<file path="src/rtl/fmap_stream_pkg.sv">
// Shared types and dimension helpers for the feature-map streamer.
// Used by fmap_streamer; the pooled build is selected with FMAP_STREAM_POOL_EN.
package fmap_stream_pkg;

  typedef enum logic {
    IDLE   = 1'b0,
    STREAM = 1'b1
  } fmap_state_t;

  // Dimension of a valid convolution of a size x size input with a ker x ker kernel.
  function automatic int out_dim(input int size, input int ker);
    return size - ker + 1;
  endfunction

  // Dimension after 2x2 stride-2 pooling; an odd trailing row/column is discarded.
  function automatic int pool_dim(input int n);
    return n / 2;
  endfunction

endpackage

</file>
<file path="src/rtl/fmap_streamer_maxpool2x2_reduce.sv">
// Combinational signed maximum of a 2x2 pooling window.
// Only instantiated by fmap_streamer when FMAP_STREAM_POOL_EN is defined.
module maxpool2x2_reduce #(
  parameter int WIDTH_BIT = 8
) (
  input  logic signed [WIDTH_BIT-1:0] in_a,
  input  logic signed [WIDTH_BIT-1:0] in_b,
  input  logic signed [WIDTH_BIT-1:0] in_c,
  input  logic signed [WIDTH_BIT-1:0] in_d,
  output logic signed [WIDTH_BIT-1:0] max_out
);

  logic signed [WIDTH_BIT-1:0] max_ab;
  logic signed [WIDTH_BIT-1:0] max_cd;

  // Two-level compare tree; all operands signed so the compare is signed.
  always_comb begin
    max_ab  = (in_a > in_b) ? in_a : in_b;
    max_cd  = (in_c > in_d) ? in_c : in_d;
    max_out = (max_ab > max_cd) ? max_ab : max_cd;
  end

endmodule

</file>
<file path="src/rtl/fmap_streamer.sv">
// fmap_streamer: captures the whole convolution output map on the rising edge
// of done_in and replays it row-major over a valid/ready stream.
// Optional feature: define FMAP_STREAM_POOL_EN for 2x2 stride-2 max-pooling
// while streaming (emitted dimension becomes floor(OUT/2)).
module fmap_streamer
  import fmap_stream_pkg::*;
#(
  parameter int SIZE      = 7,
  parameter int SIZEKer   = 3,
  parameter int WIDTH_BIT = 8
) (
  input  logic                        clock,
  input  logic                        reset,
  input  logic                        done_in,
  input  logic [out_dim(SIZE, SIZEKer)-1:0][out_dim(SIZE, SIZEKer)-1:0][WIDTH_BIT-1:0] fmap_in,
  output logic                        out_valid,
  input  logic                        out_ready,
  output logic signed [WIDTH_BIT-1:0] out_data,
  output logic [WIDTH_BIT-1:0]        out_row,
  output logic [WIDTH_BIT-1:0]        out_col,
  output logic                        out_last_col,
  output logic                        out_last,
  output logic                        busy,
  output logic                        overrun
);

  localparam int OUT = out_dim(SIZE, SIZEKer);
`ifdef FMAP_STREAM_POOL_EN
  localparam int ODIM = pool_dim(OUT);
`else
  localparam int ODIM = OUT;
`endif
  // Index width covers the captured map, which is never smaller than the emitted one.
  localparam int IDXW = (OUT > 1) ? $clog2(OUT) : 1;
  localparam logic [IDXW-1:0] LAST_IDX = IDXW'(ODIM - 1);

  fmap_state_t state_q, state_d;
  logic [IDXW-1:0] row_q, row_d;
  logic [IDXW-1:0] col_q, col_d;
  logic            done_q, done_d;
  logic            arm_q, arm_d;
  logic            overrun_q, overrun_d;
  logic [OUT-1:0][OUT-1:0][WIDTH_BIT-1:0] fbuf_q, fbuf_d;

  logic                        start;
  logic                        handshake;
  logic                        capture;
  logic                        at_last_col;
  logic                        at_last;
  logic signed [WIDTH_BIT-1:0] elem;

  // A frame starts only on a fresh rise. arm_q blocks a level that was already
  // high during reset from being seen as a rise once reset releases.
  assign start       = done_in & ~done_q & arm_q;
  assign handshake   = (state_q == STREAM) & out_ready;
  assign at_last_col = (col_q == LAST_IDX);
  assign at_last     = at_last_col & (row_q == LAST_IDX);

`ifdef FMAP_STREAM_POOL_EN
  if (OUT < 2) begin : g_pool_too_small
    $error("fmap_streamer: pooling needs a captured map of at least 2x2");
  end

  logic [IDXW-1:0] r0, r1, c0, c1;
  assign r0 = IDXW'({row_q, 1'b0});
  assign r1 = IDXW'({row_q, 1'b1});
  assign c0 = IDXW'({col_q, 1'b0});
  assign c1 = IDXW'({col_q, 1'b1});

  maxpool2x2_reduce #(
    .WIDTH_BIT (WIDTH_BIT)
  ) u_pool (
    .in_a    (fbuf_q[r0][c0]),
    .in_b    (fbuf_q[r0][c1]),
    .in_c    (fbuf_q[r1][c0]),
    .in_d    (fbuf_q[r1][c1]),
    .max_out (elem)
  );
`else
  assign elem = fbuf_q[row_q][col_q];
`endif

  // State and control registers.
  always_ff @(posedge clock) begin
    if (reset) begin
      state_q   <= IDLE;
      row_q     <= '0;
      col_q     <= '0;
      done_q    <= 1'b0;
      arm_q     <= ~done_in;
      overrun_q <= 1'b0;
    end else begin
      state_q   <= state_d;
      row_q     <= row_d;
      col_q     <= col_d;
      done_q    <= done_d;
      arm_q     <= arm_d;
      overrun_q <= overrun_d;
    end
  end

  // Frame buffer: plain datapath storage, only its content after a capture matters.
  always_ff @(posedge clock) begin
    fbuf_q <= fbuf_d;
  end

  // Next-state: capture on accepted start, index walk on handshakes, overrun on drops.
  always_comb begin
    state_d   = state_q;
    row_d     = row_q;
    col_d     = col_q;
    overrun_d = overrun_q;
    capture   = 1'b0;
    done_d    = done_in;
    arm_d     = arm_q | ~done_in;
    case (state_q)
      IDLE: begin
        if (start) begin
          capture = 1'b1;
          row_d   = '0;
          col_d   = '0;
          state_d = STREAM;
        end
      end
      STREAM: begin
        if (handshake) begin
          if (at_last_col) begin
            col_d = '0;
            row_d = row_q + IDXW'(1);
          end else begin
            col_d = col_q + IDXW'(1);
          end
        end
        if (handshake & at_last) begin
          // A start landing on the final beat chains straight into the next frame.
          if (start) begin
            capture = 1'b1;
            row_d   = '0;
            col_d   = '0;
          end else begin
            state_d = IDLE;
          end
        end else if (start) begin
          overrun_d = 1'b1;
        end
      end
      default: state_d = IDLE;
    endcase
    fbuf_d = capture ? fmap_in : fbuf_q;
  end

  // Outputs: zero outside STREAM so reset and idle present a clean stream.
  always_comb begin
    out_valid    = 1'b0;
    busy         = 1'b0;
    out_data     = '0;
    out_row      = '0;
    out_col      = '0;
    out_last_col = 1'b0;
    out_last     = 1'b0;
    overrun      = overrun_q;
    if (state_q == STREAM) begin
      out_valid    = 1'b1;
      busy         = 1'b1;
      out_data     = elem;
      out_row      = WIDTH_BIT'(row_q);
      out_col      = WIDTH_BIT'(col_q);
      out_last_col = at_last_col;
      out_last     = at_last;
    end
  end

endmodule
</file>
<file path="config.mk">
export PLATFORM = sky130hd
export DESIGN_NAME = fmap_streamer
export DESIGN_NICKNAME = d
export VERILOG_FILES = /design/src/rtl/fmap_stream_pkg.sv /design/src/rtl/fmap_streamer_maxpool2x2_reduce.sv /design/src/rtl/fmap_streamer.sv
export SDC_FILE = /design/constraint.sdc
export NUM_CORES = 1
export LEC_CHECK = 0
export ABC_AREA = 1
export CORE_MARGIN = 2
export CORE_UTILIZATION = 44
export DETAILED_ROUTE_END_ITERATION = 10
export PLACE_DENSITY = 0.76
export SYNTH_ARGS = -nofsm -noshare
export SYNTH_HDL_FRONTEND = slang
export SYNTH_HIERARCHICAL = 1
export SYNTH_SLANG_ARGS = --single-unit
</file>
<file path="constraint.sdc">
create_clock -name clock -period 12.6 [get_ports clock]
set_clock_uncertainty 0.05 [all_clocks]
set_input_delay 3.15 -clock clock [delete_from_list [all_inputs] [get_ports clock]]
set_output_delay 3.15 -clock clock [all_outputs]
set_load 0.01 [all_outputs]
</file>
Word-level counts from Yosys, hierarchy flattened
Cells that the tools add are included.
- latch bits: 0
- input bits: 204
- memories kept: 0
- memory bits (read-only): 0
- register bits after elaboration: 210
- logic and storage cells: 76
- RAM bits: 0
- mux-type cells: 27
- div/mod/pow operators: 0
- reductions and logical operators: 1
- multiply operators: 0
- bitwise logic cells: 10
- order comparisons: 2
- add/sub/neg operators: 2
- shift-type cells: 0
- equality and inequality tests: 3
- operator list (cell ; count):
    binary-select mux 40 bit (select 3 bit) ; 1
    two-way mux 40 bit ; 1
    two-way mux 3 bit ; 11
    binary-select mux 8 bit (select 3 bit) ; 1
    two-way mux 8 bit ; 2
    case mux 3 bit (2 select lines) ; 2
    < comparator 3 x 4 -> 1 bit, second input constant ; 2
    two-way mux 1 bit ; 7
    adder 3 x 1 -> 3 bit, second input constant ; 2
    equality test 3 bit, second input constant ; 2
    AND 1 bit ; 5
    NOT 1 bit ; 4
    case mux 1 bit (2 select lines) ; 2
    AND reduction 3 bit ; 1
    inequality test 2 bit, second input constant ; 1
    bitwise OR 1 bit ; 1

Longest topological paths before layout
- word-level depth: 6
- gate-level depth with buffers: 13
- gate-level depth less buffers: 11

Least setup slack after synthesis
No wires, ideal clock.
- kind: input-to-reg
- start: input port done_in
- end: register fbuf_q[0] (netlist bit) (enable)
- buffers on the path: 0
- setup time: 0.769 ns
- stages: 4
- arrival time: 11.934 ns
- path slack: -0.153 ns
- cell sequence: inv_1 nor3_1 inv_1 nor2_1
- cells in the longest elaborated chain, start to end: 5
- ends and longest elaborated chain (what ; line ; source):
    from (decl) ; fmap_streamer.sv:14 ; input logic done_in,
    AND 1 bit (*) (2 in series) ; fmap_streamer.sv:54 ; assign start = done_in & ~done_q & arm_q;
    two-way mux 1 bit (*) ; fmap_streamer.sv:118, fmap_streamer.sv:136 ;
    two-way mux 1 bit ; fmap_streamer.sv:134 ; if (handshake & at_last) begin
    case mux 1 bit (2 select lines) (*) ; fmap_streamer.sv:116 ; case (state_q)
    via capture ; fmap_streamer.sv:47 ; logic capture;
    to (signal assigned) ; fmap_streamer.sv:104 ; fbuf_q <= fbuf_d;
    to (decl) ; fmap_streamer.sv:43 ; logic [OUT-1:0][OUT-1:0][WIDTH_BIT-1:0] fbuf_q, fbuf_d;
Mark *: on every way through the listed nets, which the timed path passes. The rest lies on a longest branch.
A chain may end at the register's enable or synchronous reset.

Worst setup path in the final report
- start: register row_q[0]
- end: output port out_data[3]
- cells in the longest elaborated chain, start to end: 5
- ends and longest elaborated chain (what ; line ; source):
    from (decl) ; fmap_streamer.sv:38 ; logic [IDXW-1:0] row_q, row_d;
    from (signal assigned) ; fmap_streamer.sv:94 ; row_q <= row_d;
    binary-select mux 40 bit (select 3 bit) ; fmap_streamer.sv:80 ; assign elem = fbuf_q[row_q][col_q];
    two-way mux 40 bit (implied by the code) ; fmap_streamer.sv:80 ;
    binary-select mux 8 bit (select 3 bit) ; fmap_streamer.sv:80 ;
    two-way mux 8 bit (implied by the code) ; fmap_streamer.sv:80 ;
    two-way mux 8 bit ; fmap_streamer.sv:162 ; if (state_q == STREAM) begin
    to (decl) ; fmap_streamer.sv:18 ; output logic signed [WIDTH_BIT-1:0] out_data,
No other way between the ends. The select of a mux whose other input is x is not followed.

==> summary.md <==
| Metric | Value |
|---|---|
| # DRC | `0` |
| Number of synthesized flops with an enable pin | `200` |
| Post-Synthesis Cells | `783` |
| Final WL | `22,000 um` |
| Worst hold endpoint | `overrun` |
| Setup crit start kind | `flip-flop` |
| Largest cells by area after synthesis | `edfxtp_1, nand2_1, nand3_1` |
| Die width | `146 um` |
| Post-synthesis async set-or-reset flop share | `0%` |
| 1st-iter DRT viols | `526` |
| Pre-Repair DR Iteration Count | `5` |
| Avg Cell Area, Syn | `11.4 sq um` |
| Register area | `6210 sq um` |
| Gp weighted congestion | `0.781` |
| Total gr overflow | `0` |
| CTS tree | `yes` |
| Post-CTS setup repair buffer count | `0` |
| Hold path depth | `2` |
| Critical path class | `reg2out` |
| R2r endpoint | `fbuf_q[87]` |
| Hold buffer count at cts | `0` |
| Most common cell in the netlist | `nand2_1` |
| Seq pwr share | `50.0%` |
| Multi-input logic area | `2210 sq um` |
| Tcrit/Tclk final | `56.3%` |
| H-Tree Depth | `1` |
| P&R area growth vs syn | `34.0%` |
| Die Span Y | `146 um` |
| Post-synth top cells | `nand2_1, edfxtp_1, nand3_1, nor2_1, o21ai_0` |
| Fin crit period | `7090 ps` |
| Relative slew slack | `24.8%` |
| Final setup viols | `0` |
| Hold_sp | `overrun` |
| Antenna Nets Post-Route | `0` |
| Die area | `21,400 sq um` |
| Antenna fix cells | `0` |
| Synth top area share | `67.3%` |
| Least-Margin Pin Slew | `1130 ps` |
| RR Startpoint | `row_q[0]` |
| PD cells | `137 nW/um^2` |
| PostCTS Resize Cnt | `0` |
| Static leakage | `4.48 nW` |
| Synth Flop Type | `edfxtp_1` |
| CTS Buffer Depth | `3` |
| RSZ-0062 raised after global routing | `false` |
| Hold WS | `399 ps` |
| Nets | `1,198` |
| Synth unique cells | `29` |
| Leading area contributor after synthesis | `edfxtp_1` |
| Mapped cell area | `8920 sq um` |
| Clock sink count | `210` |
| YS warnings | `6` |
| Setup TNS | `0 ps` |
| Core region area | `20,000 sq um` |
| Int Power | `1.30 mW` |
| Final hold violations | `0` |
| Worst setup EP type | `primary output` |
| Largest net degree at the start of global routing | `92` |
| Vias | `6,326` |
| # Max-Cap Violations | `0` |
| Share of cells above drive strength 1 | `5.86%` |
| I/O pin total | `233` |
| First-pass GRT wire length | `33,900 um` |
| Std cell rows | `52` |
| Routed WL per cell | `17.2 um` |
| R2r setup slk | `8270 ps` |
| Seq/Total Area, Yosys | `69.6%` |
| Placed wire-length estimate | `15,000 um` |
| Clock root buffer | `clkbuf_16` |
| GR Util All Layers | `20.3%` |
| Worst-Skew Late Latency | `500 ps` |
| Initial antenna violation count | `0` |
| Clock power frac | `41.2%` |
| Reg2reg path depth | `9` |
| Critical path required time | `9400 ps` |
| Switching pwr | `0.345 mW` |
| Outcome | `completed` |
| Sw frac | `21.0%` |
| Inserted Clock Buffers | `23` |
| #FFs+latches synth | `210` |
| Number of fill cells | `1,626` |
| Gate power share | `8.8%` |
| Initial Util | `44.5%` |
| Crit path arrival time | `3890 ps` |
| Clk slew on worst S/H paths | `60 ps` |
| Fin util | `59.7%` |
| Critical path peak fanout | `85` |
| Max VDD drop | `0.000108 V` |
| Count of final max-slew check failures | `0` |
| Power Total | `1.64 mW` |
| Max frequency | `0.141 GHz` |
| PortBufs | `222` |
| Routed vias/inst | `4.95` |
| Vias in the first global route | `6,343` |
| Class of the worst hold path | `reg2reg` |
-- kinds of logic (layout without fill, tap and decap cells) --
family | count (synthesis) | in the layout | synth area share (%)
xor+xnor | 1 | 1 | 0.0982
buf+inv | 99 | 314 | 6.13
other cells | 1 | 10 | 0.0420
fa+ha+maj | 4 | 4 | 0.561
simple gates | 366 | 366 | 17.0
flops | 210 | 210 | 69.6
compound gates | 102 | 102 | 6.62
-- stage by stage --
stage	setup WS (ps)	std cells	instance area [sq um]
2_1_floorplan	3240	792	8960
3_3_place_gp	6020	1235	11200
3_5_place_dp	6010	1235	11200
4_1_cts	5460	1277	12000
5_1_grt	5130	1277	12000
6_report	5510	1277	12000
-- flip-flops by register name, indices dropped and copies added (netlist names) --
| name | cells |
|---|---|
| fbuf_q | 200 |
| col_q | 3 |
| row_q | 3 |
| arm_q | 1 |
| done_q | 1 |
| overrun | 1 |
| state_q | 1 |
-- cells in the final DEF (no fill, tap or decap), types with 2 or more instances in the layout --
master / n
a21oi_1: 8
a21oi_2: 8
buf_4: 5
bufinv_16: 3
clkbuf_1: 5
clkbuf_16: 23
clkbuf_8: 2
clkdlybuf4s50_1: 222
clkinv_1: 2
clkinv_2: 6
conb_1: 10
dfxtp_1: 8
edfxtp_1: 200
ha_1: 4
inv_1: 42
nand2_1: 207
nand3_1: 76
nor2_1: 75
nor3b_2: 2
o211ai_1: 16
o21ai_0: 45
o21ai_1: 17
o22ai_1: 8
-- routing by layer --
layer  vias up  global-route usage, %  part of all wire, %  wire length [um]
li1       3090                      -                    -                 -
met1      2919                   27.3                   41              8990
met2       268                   33.7                   49             10700
met3        49                   3.53                  7.1              1560
met4         0                   6.99                  3.3               717
met5         -                      0                    0                 0
-- how the worst max path moves through the flow --
stage                              to  cells past startpoint  startpoint  slack [ps]
after floorplan             fbuf_q[0]                      4     done_in        3240
after global placement    out_data[3]                     12    row_q[0]        6020
after detailed placement  out_data[3]                     12    row_q[0]        6010
after CTS                 out_data[3]                     12    row_q[0]        5460
after global routing      out_data[2]                     13    row_q[0]        5130
final                     out_data[3]                     12    row_q[0]        5510
-- power by group through the flow --
stage	combinational (mW)	sequential, mW	clock, mW
after global placement	0.143	0.834	0
after floorplan	0.0603	0.836	0
final	0.145	0.820	0.676
after detailed placement	0.144	0.835	0
after CTS	0.145	0.821	0.691
after global routing	0.158	0.823	0.716
-- final cells by class --
type | instances | share of cell area, %
clock buffer | 30 | 5.20
clock inverter | 12 | 1.22
inverter | 45 | 1.42
tap | 270 | 2.83
timing repair buffer | 227 | 18.9
sequential | 210 | 51.9
multi-input combinational | 483 | 18.5
-- worst max-delay path, stage by stage, from the launching register on --
cell and delay (ps):
dfxtp_4 910, clkinv_2 440, buf_4 470, or2_2 400, nand2_1 70, nand3_1 70
nand2_1 100, nand2_1 50, nand2_1 70, nand2_1 70, nand2_1 70, a21oi_2 60
clkdlybuf4s50_1 510
(Power assumes the default switching activity.)
